==> src/rtl/ws2811_frame_ctrl.sv <==
// WS2811 frame sequencer: streams num_leds pixel words from RAM to the serializer, then holds the latch gap.
// Optional macro WS2811_AUTOREFRESH_EN adds refresh_en for back-to-back frame repetition.
module ws2811_frame_ctrl #(
   parameter int ADDR_W       = 6,
   parameter int LATCH_CYCLES = 3000,
   parameter int LCNT_W       = 12
) (
   input  logic              clock,
   input  logic              reset,
   input  logic              start,
   input  logic [ADDR_W:0]   num_leds,
`ifdef WS2811_AUTOREFRESH_EN
   input  logic              refresh_en,
`endif
   output logic [ADDR_W-1:0] pix_addr,
   output logic              pix_rd,
   input  logic [23:0]       pix_data,
   output logic [23:0]       ser_data,
   output logic              ser_send,
   input  logic              ser_word_sent,
   output logic              busy,
   output logic              frame_done,
   output logic [2:0]        db_estado
);

   typedef enum logic [2:0] {
      IDLE   = 3'd0,
      FETCH  = 3'd1,
      RDWAIT = 3'd2,
      SEND   = 3'd3,
      WAITW  = 3'd4,
      LATCH  = 3'd5,
      DONE   = 3'd6
   } state_t;

   localparam logic [ADDR_W:0] ONE   = (ADDR_W+1)'(1);
   localparam logic [ADDR_W:0] MAX_N = ONE << ADDR_W;
   localparam logic [LCNT_W-1:0] LATCH_LAST = LCNT_W'(LATCH_CYCLES - 1);

   state_t              state_reg, state_next;
   logic [ADDR_W:0]     idx_reg;
   logic [ADDR_W:0]     n_reg;
   logic [LCNT_W-1:0]   lcnt_reg;
   logic [23:0]         data_reg;

   logic [ADDR_W:0]     n_clamped;
   logic                last_word;
   logic                latch_end;

   assign n_clamped = (num_leds > MAX_N) ? MAX_N : num_leds;
   // Full-width compare so a 2**ADDR_W frame ends at the top address without wrapping
   assign last_word = (idx_reg == (n_reg - ONE));
   assign latch_end = (lcnt_reg == LATCH_LAST);

   assign pix_addr  = idx_reg[ADDR_W-1:0];
   assign ser_data  = data_reg;
   assign db_estado = state_reg;

   always_ff @(posedge clock or posedge reset) begin
      if (reset) begin
         state_reg <= IDLE;
      end else begin
         state_reg <= state_next;
      end
   end

   always_comb begin
      state_next = state_reg;
      pix_rd     = 1'b0;
      ser_send   = 1'b0;
      frame_done = 1'b0;
      busy       = (state_reg != IDLE);
      case (state_reg)
         IDLE: begin
            if (start) begin
               state_next = (n_clamped == '0) ? DONE : FETCH;
            end
         end
         FETCH: begin
            pix_rd     = 1'b1;
            state_next = RDWAIT;
         end
         RDWAIT: begin
            state_next = SEND;
         end
         SEND: begin
            ser_send   = 1'b1;
            state_next = WAITW;
         end
         WAITW: begin
            if (ser_word_sent) begin
               state_next = last_word ? LATCH : FETCH;
            end
         end
         LATCH: begin
            if (latch_end) begin
               state_next = DONE;
            end
         end
         DONE: begin
            frame_done = 1'b1;
            state_next = IDLE;
`ifdef WS2811_AUTOREFRESH_EN
            // An empty frame has nothing to repeat; fetching with n=0 would run away through the RAM
            if (refresh_en && (n_reg != '0)) begin
               state_next = FETCH;
            end
`endif
         end
         default: begin
            state_next = IDLE;
         end
      endcase
   end

   always_ff @(posedge clock or posedge reset) begin
      if (reset) begin
         idx_reg  <= '0;
         n_reg    <= '0;
         lcnt_reg <= '0;
         data_reg <= '0;
      end else begin
         case (state_reg)
            IDLE: begin
               if (start) begin
                  idx_reg <= '0;
                  n_reg   <= n_clamped;
               end
            end
            RDWAIT: begin
               data_reg <= pix_data;
            end
            WAITW: begin
               lcnt_reg <= '0;
               if (ser_word_sent && !last_word) begin
                  idx_reg <= idx_reg + ONE;
               end
            end
            LATCH: begin
               lcnt_reg <= lcnt_reg + LCNT_W'(1);
            end
            DONE: begin
               idx_reg <= '0;
            end
            default: begin
            end
         endcase
      end
   end

endmodule

==> config.mk <==
export PLATFORM = sky130hd
export DESIGN_NAME = ws2811_frame_ctrl
export DESIGN_NICKNAME = d
export VERILOG_FILES = /design/src/rtl/ws2811_frame_ctrl.sv
export SDC_FILE = /design/constraint.sdc
export NUM_CORES = 1
export LEC_CHECK = 0
export CELL_PAD_IN_SITES_DETAIL_PLACEMENT = 1
export CELL_PAD_IN_SITES_GLOBAL_PLACEMENT = 1
export CORE_AREA = 4 4 96 98
export DETAILED_ROUTE_END_ITERATION = 8
export DIE_AREA = 0 0 100 102
export GPL_ROUTABILITY_DRIVEN = 0
export PLACE_DENSITY_LB_ADDON = 0.15
export SLEW_MARGIN = 25
export SYNTH_ARGS = -nofsm -noshare
export SYNTH_HDL_FRONTEND = slang
export SYNTH_SLANG_ARGS = --single-unit
==> constraint.sdc <==
create_clock -name clock -period 2.28 [get_ports clock]
set_input_delay 0.228 -clock clock [delete_from_list [all_inputs] [get_ports clock]]
set_output_delay 0.228 -clock clock [all_outputs]
set_load 0.05 [all_outputs]
; Word level (Yosys, flattened, before mapping)
; Cells that the tools add are included.
[word_totals]
regBits = 53
inputBits = 35
out_inout_bits = 37
word_cells = 45
[op_classes]
n_addsub = 3
order_cmp = 1
eq_ne = 12
n_mux = 14
n_reduce_logical = 10
[ops]
columns = cell, n
row1 = $pmux W12 S2, 1
row2 = $mux W7, 3
row3 = $pmux W7 S3, 1
row4 = $pmux W3 S6, 1
row5 = $mux W3, 5
row6 = $add A12 B1 Y12 const B, 1
row7 = $eq A12 B12 Y1 const B, 1
row8 = $eq A3 B3 Y1 const B, 3
row9 = $ne A2 B2 Y1 const B, 4
row10 = $add A7 B1 Y7 const B, 1
row11 = $eq A7 B7 Y1, 1
row12 = $gt A7 B7 Y1 const B, 1
row13 = $logic_not A7 Y1, 1
row14 = $sub A7 B1 Y7 const B, 1
row15 = $eq A3 B2 Y1 const B, 2
row16 = $reduce_and A3 Y1, 2
row17 = $reduce_bool A3 Y1, 2
row18 = $eq A3 B1 Y1 const B, 1
row19 = $logic_not A3 Y1, 1
row20 = $mux W1, 3
row21 = $reduce_and A2 Y1, 1
row22 = $reduce_bool A2 Y1, 1
row23 = $logic_and A1 B1 Y1, 1
row24 = $logic_not A1 Y1, 1

; Depth between registers and ports, before layout
; Gate-level depths: netlist of run 1.
[logic_depth]
depth_word = 6
mapped_depth = 7
depth_no_buf = 7

; Worst setup path after synthesis of run 1
; Ideal clock, no wire load.
[synth_timing]
path_type = reg2out
start = register state_reg[0] (netlist: db_estado[0])
end = output port pix_rd
arrival_ns = 2.350
t_required_ns = 2.052
slack_ns = -0.298
stages_incl_launch_ff = 5
n_path_buf = 2
cell_sequence = dfrtp_1 clkbuf_1 inv_1 clkbuf_1 nor3_1
[synth_between]
elab_chain_cells = 2
[synth_rtl]
columns = element, line
row1 = start: declaration, 40  ; state_t state_reg, state_next;
row2 = start signal: assignment, 63  ; state_reg <= state_next;
row3 = $eq A3 B1 Y1, 73  ; case (state_reg)
row4 = $mux W1, 73
row5 = end: declaration, 16  ; output logic pix_rd,
; No other way between the ends.

; Final worst setup path of run 1
[layout_timing]
start = register state_reg[0] (netlist: db_estado[0])
end = output port ser_send
[layout_between]
elab_chain_cells = 2
[layout_rtl]
columns = element, line
row1 = $eq A3 B2 Y1, 73
row2 = $mux W1, 73
row3 = end: declaration, 19  ; output logic ser_send,
; No other way between the ends.

==> results of run 1 <==
-- power by group through the flow --
| stage | logic [uW] | clock network, uW | registers [uW] |
|---|---|---|---|
| 6_report | 3420 | 569 | 1520 |
| 5_1_grt | 3660 | 635 | 1590 |
| 4_1_cts | 3460 | 600 | 1540 |
| 3_5_place_dp | 3450 | 0 | 1550 |
| 3_3_place_gp | 3420 | 0 | 1540 |
| 2_1_floorplan | 1430 | 0 | 2350 |
-- per-layer routing --
layer	track usage, %	vias to the layer above	routed length [um]
met4	3.83	0	47
met3	2.66	4	182
met1	18.8	1132	3170
li1	-	1131	-
met5	0	-	0
met2	28.2	24	3980
-- area by class of cell --
cell class              count  area, um2
multi-input cells         192       1350
flip-flops and latches     53       1330
inverters                  15       56.3
clock inverters             3       26.3
repair buffers             92        901
well taps                 108        135
clock buffers               5       68.8
fillers                   957       4610
-- repair_timing --
| action | 4_1_cts | 5_1_grt |
|---|---|---|
| endpoints found under the hold margin | 0 | 0 |
| resized for setup | 0 | 1 |
| setup endpoints to repair | 0 | 1 |
-- path summary, 6_finish.rpt --
check / start / endpoint / slack [ns] / cells after the start
worst max-delay path: db_estado[0] / ser_send / 0.18 / 5
min in group clock: num_leds[3] / n_reg[3] / 0.52 / 3
worst min-delay path: reset / ser_data[19] / 0.16 / 2
worst min register to register: ser_data[6] / ser_data[6] / 0.52 / 1
max in group asynchronous: reset / db_estado[1] / 1.58 / 3
worst max register to register: n_reg[2] / idx_reg[6] / 0.19 / 6
-- placed cells by master (no fill, tap or decap), drive strengths merged, types with 3 or more instances in the layout --
master,instances
mux2,26
a21oi,4
clkbuf,5
o21ai,26
nand2,35
clkdlybuf4s50,67
inv,16
nor4,4
o31ai,4
xnor2,6
xor2,3
mux2i,6
nor2,13
nand2b,7
buf,24
ha,3
or4,3
dfrtp,53
a31oi,8
o2bb2ai,5
nand3,9
nand4,3
nor3,11
-- worst max-delay path, cell delays in order (launching register included) --
cell,delay (ns)
dfrtp_1,0.56
buf_4,0.21
inv_1,0.13
buf_4,0.20
nor3_2,0.28
buf_12,0.18
-- per-stage QoR --
step,area (um2),utilization [%]
2_1_floorplan,2800,-
3_3_place_gp,3760,44.4
3_5_place_dp,3760,44.4
4_1_cts,3860,45.6
5_1_grt,3860,45.6
6_report,3860,45.6
-- cell families after synthesis --
| family | Yosys count |
|---|---|
| and+or+nand+nor | 96 |
| DFF | 53 |
| AOI/OAI and AO/OA | 52 |
| muxes | 32 |
| buffers and inverters | 29 |
| xor gates and xnor gates | 9 |
| adders and majority gates | 3 |
==> metrics.md, run 1 <==
| Metric | Value |
|---|---|
| Run status | `complete, no violations` |
| Crit Path Class | `reg -> out` |
| Part of the power in registers | `approximately 28%` |
| # clock sinks | `53` |
| Leakage | `~0.0016 uW` |
| Final min period | `2.10 ns` |
| Seq cells post-synth | `53` |
| Share of cells above drive strength 1 | `between 20% and 30%` |
| Wire length per cell | `15.8 um` |
| Clock skew | `0.00905 ns` |
| CP arrival | `~1.9 ns` |
| Final #Nets | `a little under 400` |
| Slew HR | `64.3%` |
| Data required time of the critical path | `2.05 ns` |
| Placed Cells | `460` |
| Adder-cell share of the synthesized area | `1.35%` |
| Detailed Route Iter0 Violations | `61` |
| Startpoint types | `flip-flop` |
| Final cell count without fillers | `approximately 470` |
| Worst-skew pair later-pin latency | `0.31 ns` |
| Min setup slack post-route | `0.183 ns` |
| Aggregate negative setup slack | `0 ns` |
| Share of the synthesized area in the top cell type | `between 40% and 50%` |
| Switching Fraction | `47.4%` |
| Via density | `4.90` |
| Clk root buf | `clkbuf_8` |
| Ant. Diodes | `0` |
| Syn Area/Cell | `10.1 um2` |
| Die ar. | `around 10000 um2` |
| Internal power | `roughly 2900 uW` |
| Worst slack, placed | `0.0734 ns` |
| Post-detail-place hpwl | `between 5000 and 6000 um` |
| Antenna violations before repair | `0` |
| Post-Synth Simple-Gate Area | `about 17%` |
| EDFF count, synth | `0` |
| PD cells | `1430 nW/um2` |
| Remaining Overflow, GRT | `0` |
| Post-Synth XOR/XNOR Area | `3.11%` |
| Slew Limit Fails | `0` |
| Gate power share | `around 62%` |
| Max Fclk | `477 MHz` |
| Hold crit path type | `in -> async` |
| Synth top area cells | `dfrtp_1 48%, mux2_2 10%, nand2_1 4.7%` |
| Worst Tran Pin Value | `0.534 ns` |
| Largest register FFs | `24` |
| Horiz. Die Dim | `100 um` |
| Clock buffer depth | `2` |
| Final setup viols | `0` |
| Routed Antenna Nets | `0` |
| Synth Area in Compound Gates | `12.8%` |
| RSZ-0062 raised after global routing | `no` |
| CP endpoint kind | `primary output` |
| Hold_buf cts | `0` |
| P&R area growth vs syn | `39.0%` |
| Total of max-cap violations | `0` |
| Yosys Warn Count | `0` |
| Mapped Area | `2780 um2` |
| Largest family of logic cells by synthesized area | `simple AND/OR/NAND/NOR gates` |
| First-pass GRT wire length | `12600 um` |
| Htree depth | `2` |
| Clock tree from TritonCTS | `done` |
| Total nets after synthesis | `312` |
| VDD IR max | `approximately 0.00076 V` |
| Fin. Hold Viols | `0` |
| Vias in the first global route | `around 2600` |
| Number of remaining DRC errors | `0` |
| Largest net degree at the start of global routing | `44` |
| Seq/Total Area, Yosys | `47.8%` |
| Mux contribution to synthesized area | `around an eighth` |
| PortBufs | `71` |
| Fin crit share | `slightly above 90%` |
| Primary FF master, synth | `dfrtp_1` |
| Total power | `5510 uW` |
| Clock slew seen by the registers of the worst setup and hold paths | `0.10 ns` |
| Dominant cell type by area after synthesis | `dfrtp_1` |
| Post-synth top cells | `53 x dfrtp_1, 35 x nand2_1, 25 x mux2_2, 25 x o21ai_0, 15 x inv_1` |
| Post-synthesis instance total | `274` |
| Clk network pwr share | `10.3%` |
| Post-CTS Setup Inserts | `0` |
| Fraction of registers with async set or reset after synthesis | `100%` |
| P_sw | `~2600 uW` |
| CTS Buf Count | `5` |
| Yosys cell types | `41` |
| Vias | `2291` |
| Core Region | `8470 um2` |
| Die height | `102 um` |
| Initial Util | `between 30 and 40%` |
| Drt first pass iters | `4` |
| Crit path max fanout | `11` |
| Detailed Route WL | `7380 um` |
| Fin Hold WS | `0.160 ns` |
| Total GRT Usage | `15.4%` |
| IO Pins | `72` |
| Count leader, synth | `dfrtp_1` |
| Site Rows | `34` |
Note: power is estimated with default switching activity, not from simulation.
==> run 2, diff against run 1 <==
--- a/config.mk
+++ b/config.mk
@@ -5,11 +5,12 @@
 export SDC_FILE = /design/constraint.sdc
 export NUM_CORES = 1
 export LEC_CHECK = 0
+export CAP_MARGIN = 20
 export CELL_PAD_IN_SITES_DETAIL_PLACEMENT = 1
 export CELL_PAD_IN_SITES_GLOBAL_PLACEMENT = 1
-export CORE_AREA = 4 4 96 98
+export CORE_AREA = 4 4 114 83
 export DETAILED_ROUTE_END_ITERATION = 8
-export DIE_AREA = 0 0 100 102
+export DIE_AREA = 0 0 118 87
 export GPL_ROUTABILITY_DRIVEN = 0
 export PLACE_DENSITY_LB_ADDON = 0.15
 export SLEW_MARGIN = 25
==> metrics.md, run 2 (synthesis gave the netlist of run 1 again) <==
| Metric | Value |
|---|---|
| Run status | `complete, no violations` |
| Crit Path Class | `reg -> out` |
| Detailed Route Iter0 Violations | `74 (+21%)` |
| PD cells | `1480 nW/um2 (+3.8%)` |
| Worst Tran Pin Value | `0.540 ns (+0.00629 ns)` |
| Via density | `5.08 (+3.8%)` |
| Slowest stage delay, CP | `0.72 ns (+0.16 ns)` |
| First-pass GRT wire length | `13000 um (+2.6%)` |
| Ant. Diodes | `0 (unchanged)` |
| CP arrival | `1.96 ns (+0.09 ns)` |
| Fin Hold WS | `0.233 ns (+0.0732 ns)` |
| CP delay by family, top | `buffers and inverters` |
| Htree depth | `2 (unchanged)` |
| Post-CTS sizing | `0 (unchanged)` |
| IO Pins | `72 (unchanged)` |
| Crit path from | `db_estado[0]` |
| Leakage | `0.00157 uW (+0.47%)` |
| Drt first pass iters | `4 (unchanged)` |
| Reg-to-reg startpoint | `n_reg[2]` |
| WP buf/inv | `1 (-3)` |
| Aggregate negative setup slack | `0 ns (unchanged)` |
| Die ar. | `10300 um2 (+0.65%)` |
| Clock buffer depth | `2 (unchanged)` |
| Hold_buf cts | `0 (unchanged)` |
| Fin util | `46.6% (+1.0 points)` |
| CP endpoint kind | `primary output` |
| Post-DP Area | `3730 um2 (-0.83%)` |
| Clk root buf | `clkbuf_16` |
| Vias | `2353 (+2.7%)` |
| Number of remaining DRC errors | `0 (unchanged)` |
| Post-detail-place hpwl | `5820 um (+2.9%)` |
| Vias in the first global route | `2489 (-2.6%)` |
| CP max-delay cell | `clkdlybuf4s50_1` |
| Crit path max fanout | `9 (-2)` |
| PortBufs | `71 (unchanged)` |
| P&R area growth vs syn | `40.0%` |
| Antenna violations before repair | `0 (unchanged)` |
| Max Fclk | `458 MHz (-4.0%)` |
| Final min period | `2.18 ns (+0.0877 ns)` |
| Post-CTS Setup Inserts | `0 (unchanged)` |
| Detailed Route WL | `7760 um (+5.2%)` |
| Largest register FFs | `24 (unchanged)` |
| Core Region | `8340 um2 (-1.5%)` |
| Wl on met1 | `3780 um (+19%)` |
| WL met3 | `719 um (+300%)` |
| # clock sinks | `53 (unchanged)` |
| Horiz. Die Dim | `118 um (+18%)` |
| RSZ-0062 raised after global routing | `no` |
| Clock tree from TritonCTS | `done` |
| Die height | `87 um (-15%)` |
| Remaining Overflow, GRT | `0 (unchanged)` |
| Wire length on met2 | `3180 um (-20%)` |
| Clock slew seen by the registers of the worst setup and hold paths | `0.07 ns (-0.03 ns)` |
| VDD IR max | `0.000776 V (+1.8%)` |
| Data required time of the critical path | `2.05 ns (about the same)` |
| Clock skew | `0.00601 ns (-0.00303 ns)` |
| CTS Buf Count | `5 (unchanged)` |
| Total of max-cap violations | `0 (unchanged)` |
| Placed Cells | `455 (-1.1%)` |
| Site Rows | `28 (-18%)` |
| Critical path cell sequence | `or3_1 -> clkdlybuf4s50_1` |
| Reg2Reg Setup Slack | `0.19 ns (about the same)` |
| Fillers | `941 (-1.7%)` |
| Worst-skew pair later-pin latency | `0.29 ns (-0.02 ns)` |
| Startpoint types | `flip-flop` |
| Largest net degree at the start of global routing | `38 (-14%)` |
| Final #Nets | `395 (-0.50%)` |
| Final cell count without fillers | `463 (-1.1%)` |
| Wire length per cell | `16.8 um (+6.3%)` |
| Slew Limit Fails | `0 (unchanged)` |
| Most frequent cells in the layout | `68 x clkdlybuf4s50_1, 52 x dfrtp_1, 35 x nand2_1, 25 x mux2_2, 25 x o21ai_0` |
| Fin. Hold Viols | `0 (unchanged)` |
| Routed Antenna Nets | `0 (unchanged)` |
| Slew HR | `63.9% (-0.42 points)` |
| Hold crit path type | `in -> async` |
| Top routing layer in use | `met4` |
| Final Cell Area | `3890 um2 (+0.68%)` |
| Share of cells above drive strength 1 | `19.8% (-0.45 points)` |
| Initial Util | `33.3% (+0.50 points)` |
| Fin crit share | `95.8% (+3.8 points)` |
| Total GRT Usage | `15.8% (+0.40 points)` |
| Commonest non-fill, non-tap cell in the layout | `clkdlybuf4s50_1` |
| Final setup viols | `0 (unchanged)` |
## run 2: layout make-up
cell class / instances / area, um2 / area share [%]
timing repair buffer: 90 / 871 / 22.4
sequential: 53 / 1330 / 34.2
tap: 105 / 131 / 3.38
clock buffer: 6 / 139 / 3.57
clock inverter: 2 / 16.3 / 0.419
inverter: 15 / 56.3 / 1.45
multi-input combinational: 192 / 1350 / 34.6
## run 2: report_power, final
group,switching (uW),internal (uW)
Sequential,263,1270
Combinational,2050,1370
Clock,364,442
Total,2680,3080
## run 2: layer usage
metal / vias up / GRT usage (%)
met4: 0 / 3.83
met2: 66 / 22.7
li1: 1132 / -
met3: 7 / 7.53
met1: 1148 / 21.4
met5: - / 0
## run 2: metrics by stage
step | power [uW] | setup WS, ns
final | 5760 | 0.0956
after global routing | 6120 | 0.0233
after detailed placement | 4990 | 0.0498
after global placement | 4930 | 0.0941
after floorplan | 3780 | 0.00982
after CTS | 5830 | 0.0683
## run 2: path summary, 6_finish.rpt
path | end | depth (start not counted)
max in group asynchronous | db_estado[1] | 3
worst min register to register | lcnt_reg[11] | 1
worst max register to register | idx_reg[0] | 5
worst min-delay path | ser_data[17] | 2
worst max-delay path | busy | 2
min in group clock | lcnt_reg[11] | 1
==> run 3, diff against run 2 <==
--- a/config.mk
+++ b/config.mk
@@ -12,6 +12,7 @@
 export DETAILED_ROUTE_END_ITERATION = 8
 export DIE_AREA = 0 0 118 87
 export GPL_ROUTABILITY_DRIVEN = 0
+export MAX_ROUTING_LAYER = met4
 export PLACE_DENSITY_LB_ADDON = 0.15
 export SLEW_MARGIN = 25
 export SYNTH_ARGS = -nofsm -noshare
==> metrics.md, run 3 (synthesis gave the netlist of run 1 again) <==
| Metric | Value |
|---|---|
| Total GRT Usage | `16.3% (+0.55 points)` |
| VDD IR max | `0.000780 V (+0.54%)` |
| Vias in the first global route | `2481 (-0.32%)` |
| Htree depth | `2 (unchanged)` |
| Run status | `complete, no violations` |
| Post-CTS Setup Inserts | `0 (unchanged)` |
| Crit path from | `db_estado[0]` |
| Site Rows | `28 (unchanged)` |
| Clock buffer depth | `2 (unchanged)` |
| Largest register FFs | `24 (unchanged)` |
| Crit Path Class | `reg -> out` |
| Detailed Route WL | `7780 um (+0.32%)` |
| Clock slew seen by the registers of the worst setup and hold paths | `0.07 ns (about the same)` |
| Leakage | `0.00157 uW (unchanged)` |
| Commonest non-fill, non-tap cell in the layout | `clkdlybuf4s50_1` |
| Slowest stage delay, CP | `0.72 ns (about the same)` |
| Vias | `2355 (+0.085%)` |
| Crit path max fanout | `9 (unchanged)` |
| Antenna violations before repair | `0 (unchanged)` |
| Initial Util | `33.3% (unchanged)` |
| Remaining Overflow, GRT | `0 (unchanged)` |
| Worst-skew pair later-pin latency | `0.29 ns (about the same)` |
| Fin crit share | `95.8% (about the same)` |
| Die ar. | `10300 um2 (unchanged)` |
| Multi-input gate area | `1350 um2 (unchanged)` |
| Die height | `87 um (unchanged)` |
| Startpoint types | `flip-flop` |
| Slew HR | `63.9% (about the same)` |
| P&R area growth vs syn | `40.0% (unchanged)` |
| Fin util | `46.6% (unchanged)` |
| Hold crit path type | `in -> async` |
| Hold_buf cts | `0 (unchanged)` |
| Horiz. Die Dim | `118 um (unchanged)` |
| Aggregate negative setup slack | `0 ns (unchanged)` |
| Min setup slack post-route | `0.0948 ns (-0.000812 ns)` |
| Fin. Hold Viols | `0 (unchanged)` |
| Worst slack, placed | `0.0498 ns (unchanged)` |
| Final #Nets | `395 (unchanged)` |
| Number of remaining DRC errors | `0 (unchanged)` |
| Share of cells above drive strength 1 | `19.8% (unchanged)` |
| Detailed Route Iter0 Violations | `82 (+11%)` |
| # clock sinks | `53 (unchanged)` |
| Largest net degree at the start of global routing | `38 (unchanged)` |
| Most frequent cells in the layout | `68 x clkdlybuf4s50_1, 52 x dfrtp_1, 35 x nand2_1, 25 x mux2_2, 25 x o21ai_0` |
| Routed Antenna Nets | `0 (unchanged)` |
| Post-CTS sizing | `0 (unchanged)` |
| Max Fclk | `458 MHz (about the same)` |
| Wire length per cell | `16.8 um (+0.32%)` |
| Reg-to-Reg End | `idx_reg[0]` |
| Final min period | `2.19 ns (+0.000812 ns)` |
| Slew Limit Fails | `0 (unchanged)` |
| Clock tree from TritonCTS | `done` |
| Reg2Reg Setup Slack | `0.19 ns (about the same)` |
| First-pass GRT wire length | `13000 um (+0.10%)` |
| Drt first pass iters | `4 (unchanged)` |
| CTS Buf Count | `5 (unchanged)` |
| CP max-delay cell | `clkdlybuf4s50_1` |
| Worst Tran Pin Value | `0.540 ns (+0.000123 ns)` |
| Clock skew | `0.00567 ns (-0.000343 ns)` |
| Ant. Diodes | `0 (unchanged)` |
| Data required time of the critical path | `2.05 ns (about the same)` |
| Reg-to-reg startpoint | `n_reg[2]` |
| Core Region | `8340 um2 (unchanged)` |
| Post-detail-place hpwl | `5820 um (unchanged)` |
| Worst setup path end | `busy` |
| Clk root buf | `clkbuf_16` |
| CP arrival | `1.96 ns (about the same)` |
| Final setup viols | `0 (unchanged)` |
| PortBufs | `71 (unchanged)` |
| Via density | `5.09 (about the same)` |
| Fillers | `941 (unchanged)` |
| CP Depth | `2 (unchanged)` |
| R2r worst-path depth | `5 (unchanged)` |
| CP endpoint kind | `primary output` |
| IO Pins | `72 (unchanged)` |
| Critical path cell sequence | `or3_1 -> clkdlybuf4s50_1` |
| PD cells | `1480 nW/um2 (about the same)` |
| RSZ-0062 raised after global routing | `no` |
| CP delay by family, top | `buffers and inverters` |
| Reg area | `1330 um2 (unchanged)` |
| WP buf/inv | `1 (unchanged)` |
| Total of max-cap violations | `0 (unchanged)` |
[run 3: final cells by class]
class                      instances  share of cell area, %
clock buffer                       6                   3.57
clock inverter                     2                  0.419
inverter                          15                   1.45
multi-input combinational        192                   34.6
sequential                        53                   34.2
tap                              105                   3.38
timing repair buffer              90                   22.4
[run 3: worst min path at each step]
stage | startpoint | end | cells past startpoint
finish | reset | ser_data[17] | 2
global route | reset | ser_data[16] | 2
CTS | reset | ser_data[17] | 2
floorplan | num_leds[0] | n_reg[0] | 2
detailed placement | ser_data[13] | ser_data[13] | 1
global placement | ser_data[19] | ser_data[19] | 1
[run 3: where the power goes]
part | switching, uW | internal, uW | leakage [uW] | total, uW
sequential | 264 | 1270 | 0.000672 | 1540
combinational | 2050 | 1370 | 0.000828 | 3420
clock | 366 | 442 | 0.0000735 | 808
[run 3: per-layer routing]
metal	track usage (%)	wire [um]	vias to the layer above
met5	-	0	-
met4	3.83	80	0
met3	6.30	580	7
met2	22.7	3190	68
met1	22.4	3930	1149
li1	-	-	1131
[run 3: metrics by stage]
| stage | hold slack, ns | cells | cell area, um2 | total power [uW] |
|---|---|---|---|---|
| 2_1_floorplan | 0.376 | 274 | 2800 | 3780 |
| 3_3_place_gp | 0.489 | 455 | 3730 | 4930 |
| 3_5_place_dp | 0.496 | 455 | 3730 | 4990 |
| 4_1_cts | 0.241 | 463 | 3890 | 5830 |
| 5_1_grt | 0.258 | 463 | 3890 | 6120 |
| 6_report | 0.234 | 463 | 3890 | 5760 |
[run 3: worst register-to-register path, cell delays in order (launching register included)]
cell,delay [ns]
dfrtp_1,0.38
or3_4,0.39
or4_4,0.44
a211oi_4,0.31
a31oi_4,0.14
mux2_4,0.31
